--- config.mk ---
export PLATFORM = sky130hd
export DESIGN_NAME = fxdpt_result_bypass
export DESIGN_NICKNAME = d
export VERILOG_FILES = /design/src/rtl/fxdpt_result_bypass.sv
export SDC_FILE = /design/constraint.sdc
export NUM_CORES = 1
export LEC_CHECK = 0
export ABC_AREA = 1
export CAP_MARGIN = 0
export CORE_MARGIN = 5
export CORE_UTILIZATION = 49
export DETAILED_ROUTE_END_ITERATION = 6
export PLACE_DENSITY = 0.87
export SKIP_LAST_GASP = 1
export SLEW_MARGIN = 15
export SYNTH_ARGS = -nofsm -noshare
export SYNTH_HDL_FRONTEND = slang
export SYNTH_SLANG_ARGS = --single-unit
--- constraint.sdc ---
create_clock -name clk -period 4.3 [get_ports clk]
set_input_delay 0.43 -clock clk [delete_from_list [all_inputs] [get_ports clk]]
set_output_delay 0.43 -clock clk [all_outputs]
set_load 0.03 [all_outputs]
--- src/rtl/fxdpt_result_bypass.sv ---
// Execute-result bypass network: two forwarding stages (EX/MEM, MEM/WB) feeding operand fetch.
// Define FXDPT_BYPASS_WB_STAGE_EN with DEPTH_WB=1 to add a third (writeback) stage.
module fxdpt_result_bypass #(
  parameter int DEPTH_WB = 0
) (
  input  logic        clk,
  input  logic        reset,
  input  logic        res_valid,
  input  logic [4:0]  res_dest,
  input  logic [31:0] res_data,
  input  logic        stall,
  input  logic        flush,
  input  logic [4:0]  opa_reg,
  input  logic [4:0]  opb_reg,
  input  logic [31:0] opa_rf,
  input  logic [31:0] opb_rf,
  output logic [31:0] opa_fwd,
  output logic [31:0] opb_fwd,
  output logic        opa_hit,
  output logic        opb_hit,
  output logic        wb_valid,
  output logic [4:0]  wb_dest,
  output logic [31:0] wb_data,
  output logic [15:0] fwd_count
);

`ifdef FXDPT_BYPASS_WB_STAGE_EN
  localparam int NST = (DEPTH_WB == 1) ? 3 : 2;
`else
  // DEPTH_WB has no effect unless the writeback stage is compiled in.
  localparam int NST = 2 + 0 * DEPTH_WB;
`endif

  logic        stg_valid_q [NST];
  logic [4:0]  stg_dest_q  [NST];
  logic [31:0] stg_data_q  [NST];
  logic        stg_valid_d [NST];
  logic [4:0]  stg_dest_d  [NST];
  logic [31:0] stg_data_d  [NST];
  logic [15:0] cnt_q, cnt_d;

  logic [4:0]  op_reg [2];
  logic [31:0] op_rf  [2];
  logic [31:0] op_fwd [2];
  logic        op_hit [2];
  logic        inp_fwd_en;

  assign inp_fwd_en = res_valid & ~flush;

  // Stage 0 captures the execute result; flush kills only its valid bit.
  always_comb begin
    stg_valid_d[0] = stg_valid_q[0];
    stg_dest_d[0]  = stg_dest_q[0];
    stg_data_d[0]  = stg_data_q[0];
    if (flush) begin
      stg_valid_d[0] = 1'b0;
    end else if (!stall) begin
      stg_valid_d[0] = res_valid;
      stg_dest_d[0]  = res_dest;
      stg_data_d[0]  = res_data;
    end
  end

  genvar gi;
  generate
    for (gi = 1; gi < NST; gi++) begin : g_shift
      always_comb begin
        stg_valid_d[gi] = stg_valid_q[gi];
        stg_dest_d[gi]  = stg_dest_q[gi];
        stg_data_d[gi]  = stg_data_q[gi];
        if (!stall) begin
          stg_valid_d[gi] = stg_valid_q[gi-1];
          stg_dest_d[gi]  = stg_dest_q[gi-1];
          stg_data_d[gi]  = stg_data_q[gi-1];
        end
      end
    end

    for (gi = 0; gi < NST; gi++) begin : g_stage
      always_ff @(posedge clk or posedge reset) begin
        if (reset) begin
          stg_valid_q[gi] <= 1'b0;
          stg_dest_q[gi]  <= 5'd0;
          stg_data_q[gi]  <= 32'd0;
        end else begin
          stg_valid_q[gi] <= stg_valid_d[gi];
          stg_dest_q[gi]  <= stg_dest_d[gi];
          stg_data_q[gi]  <= stg_data_d[gi];
        end
      end
    end
  endgenerate

  assign op_reg[0] = opa_reg;
  assign op_reg[1] = opb_reg;
  assign op_rf[0]  = opa_rf;
  assign op_rf[1]  = opb_rf;

  // Scan from the oldest stage to the live input so the youngest match wins.
  generate
    for (gi = 0; gi < 2; gi++) begin : g_lookup
      always_comb begin
        op_fwd[gi] = op_rf[gi];
        op_hit[gi] = 1'b0;
        for (int k = NST - 1; k >= 0; k--) begin
          if (stg_valid_q[k] && (stg_dest_q[k] == op_reg[gi])) begin
            op_fwd[gi] = stg_data_q[k];
            op_hit[gi] = 1'b1;
          end
        end
        if (inp_fwd_en && (res_dest == op_reg[gi])) begin
          op_fwd[gi] = res_data;
          op_hit[gi] = 1'b1;
        end
      end
    end
  endgenerate

  assign opa_fwd = op_fwd[0];
  assign opb_fwd = op_fwd[1];
  assign opa_hit = op_hit[0];
  assign opb_hit = op_hit[1];

  always_comb begin
    cnt_d = cnt_q;
    if ((op_hit[0] || op_hit[1]) && !stall && (cnt_q != 16'hFFFF)) begin
      cnt_d = cnt_q + 16'd1;
    end
  end

  always_ff @(posedge clk or posedge reset) begin
    if (reset) begin
      cnt_q <= 16'd0;
    end else begin
      cnt_q <= cnt_d;
    end
  end

  assign fwd_count = cnt_q;
  assign wb_valid  = stg_valid_q[NST-1] & ~stall;
  assign wb_dest   = stg_dest_q[NST-1];
  assign wb_data   = stg_data_q[NST-1];

endmodule
# After elaboration in Yosys (flattened, before gate mapping)
# Cells that the tools add are included.
# word_totals
reg_bits,92
inputBits,116
output_inout_bits,120
elab_cells,45
# op_classes
n_addsub,1
n_eq_ne,8
n_mux,14
n_bitwise,4
reduce_logical,11
# ops
operator,count
$mux 32,6
$eq 5x5->1,6
$add 16x1->16 const B,1
$ne 16x16->1 const B,1
$logic_and 1x1->1,8
$mux 1,8
$and 1x1->1,2
$ne 2x1->1 const B,1
$not 1->1,2
$reduce_and 2->1,1
$logic_not 1->1,1
$logic_or 1x1->1,1

# Logic depth before layout (Yosys ltp)
# Gate-level depths: netlist of run 1.
# depth
depth_word,8
depth_mapped,12
mapped_depth_nobuf,11

# Worst setup path before layout of run 1
# Ideal clock, no wire load.
# synth_path
kind,input -> output
startpoint,in opb_reg[3]
endpoint,out opb_fwd[4]
t_arrival_ps,1883
t_required_ps,3870
path_slack_ps,1987
path_stages,7
path_buffers,1
cell_sequence,inv_2 a21oi_1 nand4_1 nor2_4 buf_2 o21ai_0 o21ai_0
# synth_between
elab_chain_len,5
word_cells_on_any_way,9
cone_classes,3 x eq/ne; 3 x mux; 3 x reduce/logical
# synth_rtl
element,line,text
"start, declared",14,"input logic [4:0] opb_reg,"
$eq 5x5->1,106,if (stg_valid_q[k] && (stg_dest_q[k] == op_reg[gi])) begin
$logic_and 1x1->1,106,
$mux 32 (2 in series),106,
$mux 32 (*),111,if (inp_fwd_en && (res_dest == op_reg[gi])) begin
"end, declared",18,"output logic [31:0] opb_fwd,"
# Every way passes the cells marked *; elsewhere a longest branch is shown, timed or not.

# Worst setup path after layout of run 1
# layout_path
startpoint,in opa_reg[0]
endpoint,out opa_fwd[31]
# layout_between
elab_chain_len,5
word_cells_on_any_way,9
cone_classes,3 x eq/ne; 3 x mux; 3 x reduce/logical
# layout_rtl
element,line,text
"start, declared",13,"input logic [4:0] opa_reg,"
$eq 5x5->1,106,
$logic_and 1x1->1,106,
$mux 32 (2 in series),106,
$mux 32 (*),111,
"end, declared",17,"output logic [31:0] opa_fwd,"
# Marks and branches as above.

==> impl_results.md, run 1 <==
* Peak Freq at 282 MHz
* Vias/cell at 5.59
* Cell row count at 42
* GRT busiest layer: met2
* Max stage delay on crit path at 0.72 ns
* Area after DPL at 8620 um2
* Grt ovf at 0
* Starting Density at 0.497
* Count of cell types in the netlist at 33
* CTS tree: yes
* H-tree levels at 3
* Setup TNS at 0 ns
* Setup Crit Path Kind: in -> out
* CP Launch Type: primary input
* Syn Area/Cell at 6.80 um2
* GR Util met2 at 0.447
* Multiplexer share of the synthesized area at 0.0460
* Number of gates resized after CTS at 0
* Routability Congestion at 0.925
* HPWL after detailed placement at 16,400 um
* Status: finished clean
* Worst path top cell family by delay: buffers and inverters
* Post-CTS Hold Fix Bufs at 0
* Max_slew headroom at 0.383
* Post-synthesis xor/xnor area fraction at 0.0134
* CP arrival at 3.12 ns
* Max clock buf depth at 2
* Top post-synthesis cells by area: dfrtp_1 35%, o21ai_0 12%, nand2_1 11%
* Leak Pwr at 4.09 nW
* Simple-gate share of the synthesized area at 0.264
* CTS buffer count at 9
* Die Area at 15,700 um2
* HP Class: reg -> reg
* VDD IR max at 0.226 mV
* DR DRC count at 0
* Buffers added on ports at 235
* Unrepaired setup endpoints after global routing: no
* Core area at 13,100 um2
* Share of cells above drive strength 1 at 0.0863
* Final hold viol count at 0
* Seq cells post-synth at 92
* Met3 Use GR at 0.0742
* Synthesized area at 6530 um2
* Pin count of the biggest net entering global routing at 73
* Final instance area at 8880 um2
* Final Max Tran Viols at 0
* Worst path cell trace: clkdlybuf4s50_1, inv_2, nand2_1, nand2_1, nand3b_1, nor2_2, buf_4, o21ai_0, o21ai_0, clkdlybuf4s50_1
* # Max-Cap Violations at 0
* Vias in the first global route at 6,861
* DR WL/cell at 17.5 um
* Pwr dens at 305 nW/um2
* Main combinational cell family by area after synthesis: simple AND/OR/NAND/NOR gates
* Seq/Total Area, Yosys at 0.353
* Worst hold slack at 0.487 ns
* CP bufs+invs at 4
* Share of the synthesized area in the top cell type at 0.353
* Leading area contributor after synthesis: dfrtp_1
* Post-synthesis compound-gate area fraction at 0.187
* EDFF count, synth at 0
* Die width at 125 um
* Tcrit/Tclk final at 0.825
* Final WL at 23,000 um
* Global-route wire length before repair at 36,700 um
* Initial antenna violation count at 1
* Crit Path Max Fanout at 13
* Crit path max-delay cell type: clkdlybuf4s50_1
* Post-synth top cells: 194 x nand2_1, 152 x o21ai_0, 95 x nor2_1
* Chip Height at 125 um
* Area grow syn2layout at 36.0%
* Top Ports at 236
* Syn_nets at 1,077
* Cells after Synth at 960
* CP endpoint kind: output port
* Post-CTS Setup Inserts at 0
* Post-synthesis adder-cell area fraction at 0.00192
* Data required, critical path at 3.87 ns
* GRT Util Overall at 0.285
* Measured slew at the worst slew-check pin at 0.925 ns
* Async S/R FF share, synth at 1.00
* NumNets Final at 1,249
* CTS clk-pin slew, worst paths at 0.06 ns
* Antenna cells at 0
* First-pass detailed-route iteration total at 7
* Routed Antenna Nets at 0
* Top-count cell post-synth: nand2_1
* Clock latency on the worst-skew pair at 0.34 ns
* Clk_skew at 0.00580 ns
* Met1 usage at 0.373
* Min Tclk post-route at 3.55 ns
* Tot Pwr at 0.00271 W
* Synth Flop Type: dfrtp_1
* Drt initial violations at 755
* Clk sinks at 92
* YS warnings at 0
* Vias post-DR at 7,326
* Final setup viols at 0
* Root buffer cell: clkbuf_16
==> where the power goes <==
part           internal, W  switching (W)
sequential        0.000971      0.0000965
clock             0.000398       0.000320
combinational     0.000370       0.000552
==> worst paths after layout <==
check                      cells after the start           start        endpoint  slack (ns)
setup / recovery                              10      opa_reg[0]     opa_fwd[31]        0.75
hold / removal                                 2  stg_valid_q[0]  stg_valid_q[0]        0.49
max in group asynchronous                      3           reset     wb_data[24]        2.79
setup reg to reg                              11      wb_dest[1]    fwd_count[2]        2.08
hold reg to reg                                2  stg_valid_q[0]  stg_valid_q[0]        0.49
min in group asynchronous                      2           reset  stg_data_q[39]        0.65
==> metal layers <==
| layer | vias up | routed length (um) |
|---|---|---|
| li1 | 3472 | - |
| met1 | 3374 | 9450 |
| met2 | 416 | 10600 |
| met4 | 2 | 789 |
| met5 | - | 13 |
| met3 | 62 | 2180 |
==> through the flow <==
step / std cells / utilization / setup WS, ns
6_report: 1311 / 0.676 / 0.754
5_1_grt: 1311 / 0.676 / 0.572
4_1_cts: 1311 / 0.676 / 0.786
3_5_place_dp: 1297 / 0.656 / 0.788
3_3_place_gp: 1297 / 0.656 / 0.895
2_1_floorplan: 960 / - / 1.48
==> worst register-to-register path: stages (launching register included) <==
cell and delay, ns:
dfrtp_1 0.43, inv_1 0.09, nand2_1 0.06, o21ai_0 0.08
inv_1 0.06, nand3_1 0.07, nor2_2 0.49, nor2_2 0.19
nand2_4 0.28, nand3_4 0.20, nand2_1 0.11, nand2_1 0.06
==> sequential cells by signal (all words and copies together) (netlist names) <==
| signal | flops |
|---|---|
| stg_valid_q | 2 |
| wb_dest | 5 |
| wb_data | 32 |
| fwd_count | 16 |
| stg_dest_q | 5 |
| stg_data_q | 32 |
==> final cells by class <==
class                           count  area, um2
Sequential cell                    92       2300
Tap cell                          176        220
Clock inverter                      3       15.0
Clock buffer                       11        243
Inverter                           89        337
Multi-Input combinational cell    685       3360
Fill cell                        1127       4260
Timing Repair Buffer              255       2400
==> kinds of logic after synthesis <==
kind of cell / Yosys count
AND/OR/NAND/NOR: 403
AO/OA/AOI/OAI: 241
adder cells (fa/ha/maj): 1
multiplexers: 30
XOR/XNOR: 10
flip-flops: 92
buffers and inverters: 183
==> cell usage in the layout, fill, tap and decap left out, types with 2 or more instances in the layout <==
cell type and count:
mux2i_1 30, nand2_1 194, nor2_4 3, inv_2 9
a21oi_1 31, nand3_1 25, clkinv_2 3, clkdlybuf4s50_1 192
clkbuf_16 9, nor2_1 94, nor2_2 4, a31oi_1 3
inv_1 78, o211ai_1 2, xor2_1 3, nand4_1 15
nand3b_1 2, dfrtp_1 92, o21ai_0 152, xnor2_1 7
buf_4 61, nand3_2 2, o21ai_1 50, nor3_1 61
(Power assumes the default switching activity.)
==> run 2: changes to the inputs <==
--- a/config.mk
+++ b/config.mk
@@ -8,9 +8,9 @@
 export ABC_AREA = 1
 export CAP_MARGIN = 0
 export CORE_MARGIN = 5
-export CORE_UTILIZATION = 49
+export CORE_UTILIZATION = 41
 export DETAILED_ROUTE_END_ITERATION = 6
-export PLACE_DENSITY = 0.87
+export PLACE_DENSITY = 0.77
 export SKIP_LAST_GASP = 1
 export SLEW_MARGIN = 15
 export SYNTH_ARGS = -nofsm -noshare
==> constraint.sdc (replaced) <==
create_clock -name clk -period 3 [get_ports clk]
set_input_delay 0.3 -clock clk [delete_from_list [all_inputs] [get_ports clk]]
set_output_delay 0.3 -clock clk [all_outputs]
set_load 0.03 [all_outputs]
==> run 2 against run 1 <==
Effect of this change:
- sequential cell count unchanged
- clock power increased by 59%
- clock-buffer cell count decreased by 2
- non-clock buffer count increased by 6
==> impl_results.md, run 2 (same netlist as run 1, synthesis figures left out) <==
* HP Class: in -> async
* H-tree levels at 3 (unchanged)
* Crit path max-delay cell type: clkdlybuf4s50_1
* HPWL after detailed placement at 17,100 um (+3.8%)
* Min Tclk post-route at 2.90 ns
* Buffers added on ports at 235 (unchanged)
* DR DRC count at 0 (unchanged)
* Root buffer cell: clkbuf_16
* Final setup viols at 0 (unchanged)
* Final hold viol count at 0 (unchanged)
* Combinational power share at 0.331 (-0.010)
* Commonest non-fill, non-tap cells in the layout: 194 x nand2_1, 170 x clkdlybuf4s50_1, 152 x o21ai_0, 94 x nor2_1, 92 x dfrtp_1
* Post-CTS Setup Inserts at 0 (unchanged)
* Die width at 136 um (+8.6%)
* First-pass detailed-route iteration total at 5 (-2)
* Global-route wire length before repair at 36,200 um (-1.4%)
* Final WL at 23,500 um (+2.1%)
* DR WL/cell at 17.3 um (-1.5%)
* Psw at 0.00142 W (+47%)
* CP arrival at 2.60 ns (-0.52 ns)
* Measured slew at the worst slew-check pin at 0.633 ns (-0.292 ns)
* Chip Height at 136 um (+8.6%)
* Max clock buf depth at 2 (unchanged)
* CP Launch Type: primary input
* Setup Crit Path Kind: in -> out
* Pin count of the biggest net entering global routing at 48 (-34%)
* Switching share of power at 0.356 (-0.00179)
* Starting Density at 0.414 (-0.0830)
* NumNets Final at 1,255 (+0.48%)
* Die Area at 18,600 um2 (+18%)
* Area grow syn2layout at 40.9%
* Share of cells above drive strength 1 at 0.0875 (+0.00115)
* Placed cells at 1,343 (+3.5%)
* Vias/cell at 5.22 (-6.6%)
* Layout Cells excl Fill at 1,359 (+3.7%)
* Flop pwr share at 0.384 (-0.010)
* Vias post-DR at 7,093 (-3.2%)
* VDD IR max at 0.317 mV (+41%)
* Tcrit/Tclk final at 0.968
* Status: finished clean
* Most common cell after layout, fill and taps aside: nand2_1
* CTS clk-pin slew, worst paths at 0.06 ns (about the same)
* CTS buffer count at 9 (unchanged)
* # fillers at 1,518 (+35%)
* Data required, critical path at 2.70 ns (-1.17 ns)
* CTS tree: yes
* Max stage delay on crit path at 0.69 ns (-0.03 ns)
* Cell row count at 46 (+9.5%)
* Clk network pwr share at 0.285 (+0.020)
* Grt ovf at 0 (unchanged)
* Power Internal at 0.00257 W (+48%)
* Worst path cell trace: clkdlybuf4s50_1, buf_4, nand2_1, nand2_1, nor2_1, nand3_1, nand2_2, inv_1, buf_12, o21ai_0, o21ai_1, clkdlybuf4s50_1
* CP endpoint kind: output port
* Clk sinks at 92 (unchanged)
* Pwr dens at 434 nW/um2 (+42%)
* Vias in the first global route at 6,741 (-1.7%)
* Leak Pwr at 4.44 nW (+8.5%)
* Initial antenna violation count at 0 (-1)
* Core area at 15,800 um2 (+20%)
* GRT Util Overall at 0.248 (-0.0380)
* Max_slew headroom at 0.578 (+0.195)
* Crit Path Max Fanout at 18 (+5)
* Final Max Tran Viols at 0 (unchanged)
* Routability Congestion at 0.927 (+0.30%)
* Tot Pwr at 0.00400 W (+48%)
* Top Ports at 236 (unchanged)
* Clk_skew at 0.00318 ns (-0.00262 ns)
* Drt initial violations at 555 (-26%)
* Peak Freq at 344 MHz
* # Max-Cap Violations at 0 (unchanged)
* Routed Antenna Nets at 0 (unchanged)
* Clock latency on the worst-skew pair at 0.34 ns (about the same)
* Antenna cells at 0 (unchanged)
run 2: area by class of cell:
type | instances | area, um2 | share of cell area
clock inverter | 7 | 66.3 | 0.00721
sequential | 92 | 2300 | 0.250
timing repair buffer | 261 | 2640 | 0.287
inverter | 89 | 337 | 0.0366
multi-input combinational | 685 | 3360 | 0.365
clock buffer | 9 | 225 | 0.0245
tap | 216 | 270 | 0.0294
run 2: metal layers:
metal	part of all wire	routed length, um	GRT usage	vias up
li1	-	-	-	3477
met5	0	0	0	-
met3	0.091	2140	0.0563	26
met1	0.41	9620	0.316	3288
met4	0.020	459	0.0767	0
met2	0.48	11300	0.418	302
run 2: path summary, 6_finish.rpt:
| path | from | endpoint | slack, ns | cells after the start |
|---|---|---|---|---|
| hold / removal | reset | fwd_count[2] | 0.38 | 2 |
| min in group clk | stg_valid_q[0] | stg_valid_q[0] | 0.49 | 2 |
| setup reg to reg | wb_dest[3] | fwd_count[2] | 1.03 | 10 |
| setup / recovery | opa_reg[0] | opa_fwd[12] | 0.1 | 12 |
| hold reg to reg | stg_valid_q[0] | stg_valid_q[0] | 0.49 | 2 |
| max in group asynchronous | reset | wb_data[20] | 1.95 | 3 |
run 2: critical path: cells and delay by family:
kind | cells | cell delay, ns
buf+inv | 5 | 1.62
simple gates | 5 | 0.42
compound gates | 2 | 0.24
run 2: power by group through the flow:
stage | Clock (W) | Sequential (W) | Combinational [W]
floorplan | 0 | 0.00154 | 0.000797
global placement | 0 | 0.00155 | 0.00131
global route | 0.00121 | 0.00155 | 0.00143
finish | 0.00114 | 0.00153 | 0.00132
detailed placement | 0 | 0.00155 | 0.00133
CTS | 0.00116 | 0.00153 | 0.00134
run 2: timing repair:
| action | 4_1_cts | 5_1_grt |
|---|---|---|
| setup endpoints to repair | 0 | 29 |
| resized for setup | 0 | 29 |
| hold buffers | 0 | 0 |
run 2: through the flow:
stage | instance area, um2 | hold slack [ns] | setup TNS, ns | setup slack, ns | util
detailed placement | 8830 | 0.479 | 0 | 0.00336 | 0.560
global route | 9200 | 0.448 | -0.0143 | -0.0143 | 0.583
global placement | 8830 | 0.469 | 0 | 0.0612 | 0.560
CTS | 9130 | 0.414 | 0 | 0.000984 | 0.579
floorplan | 6530 | 0.396 | 0 | 0.308 | -
finish | 9200 | 0.380 | 0 | 0.0963 | 0.583
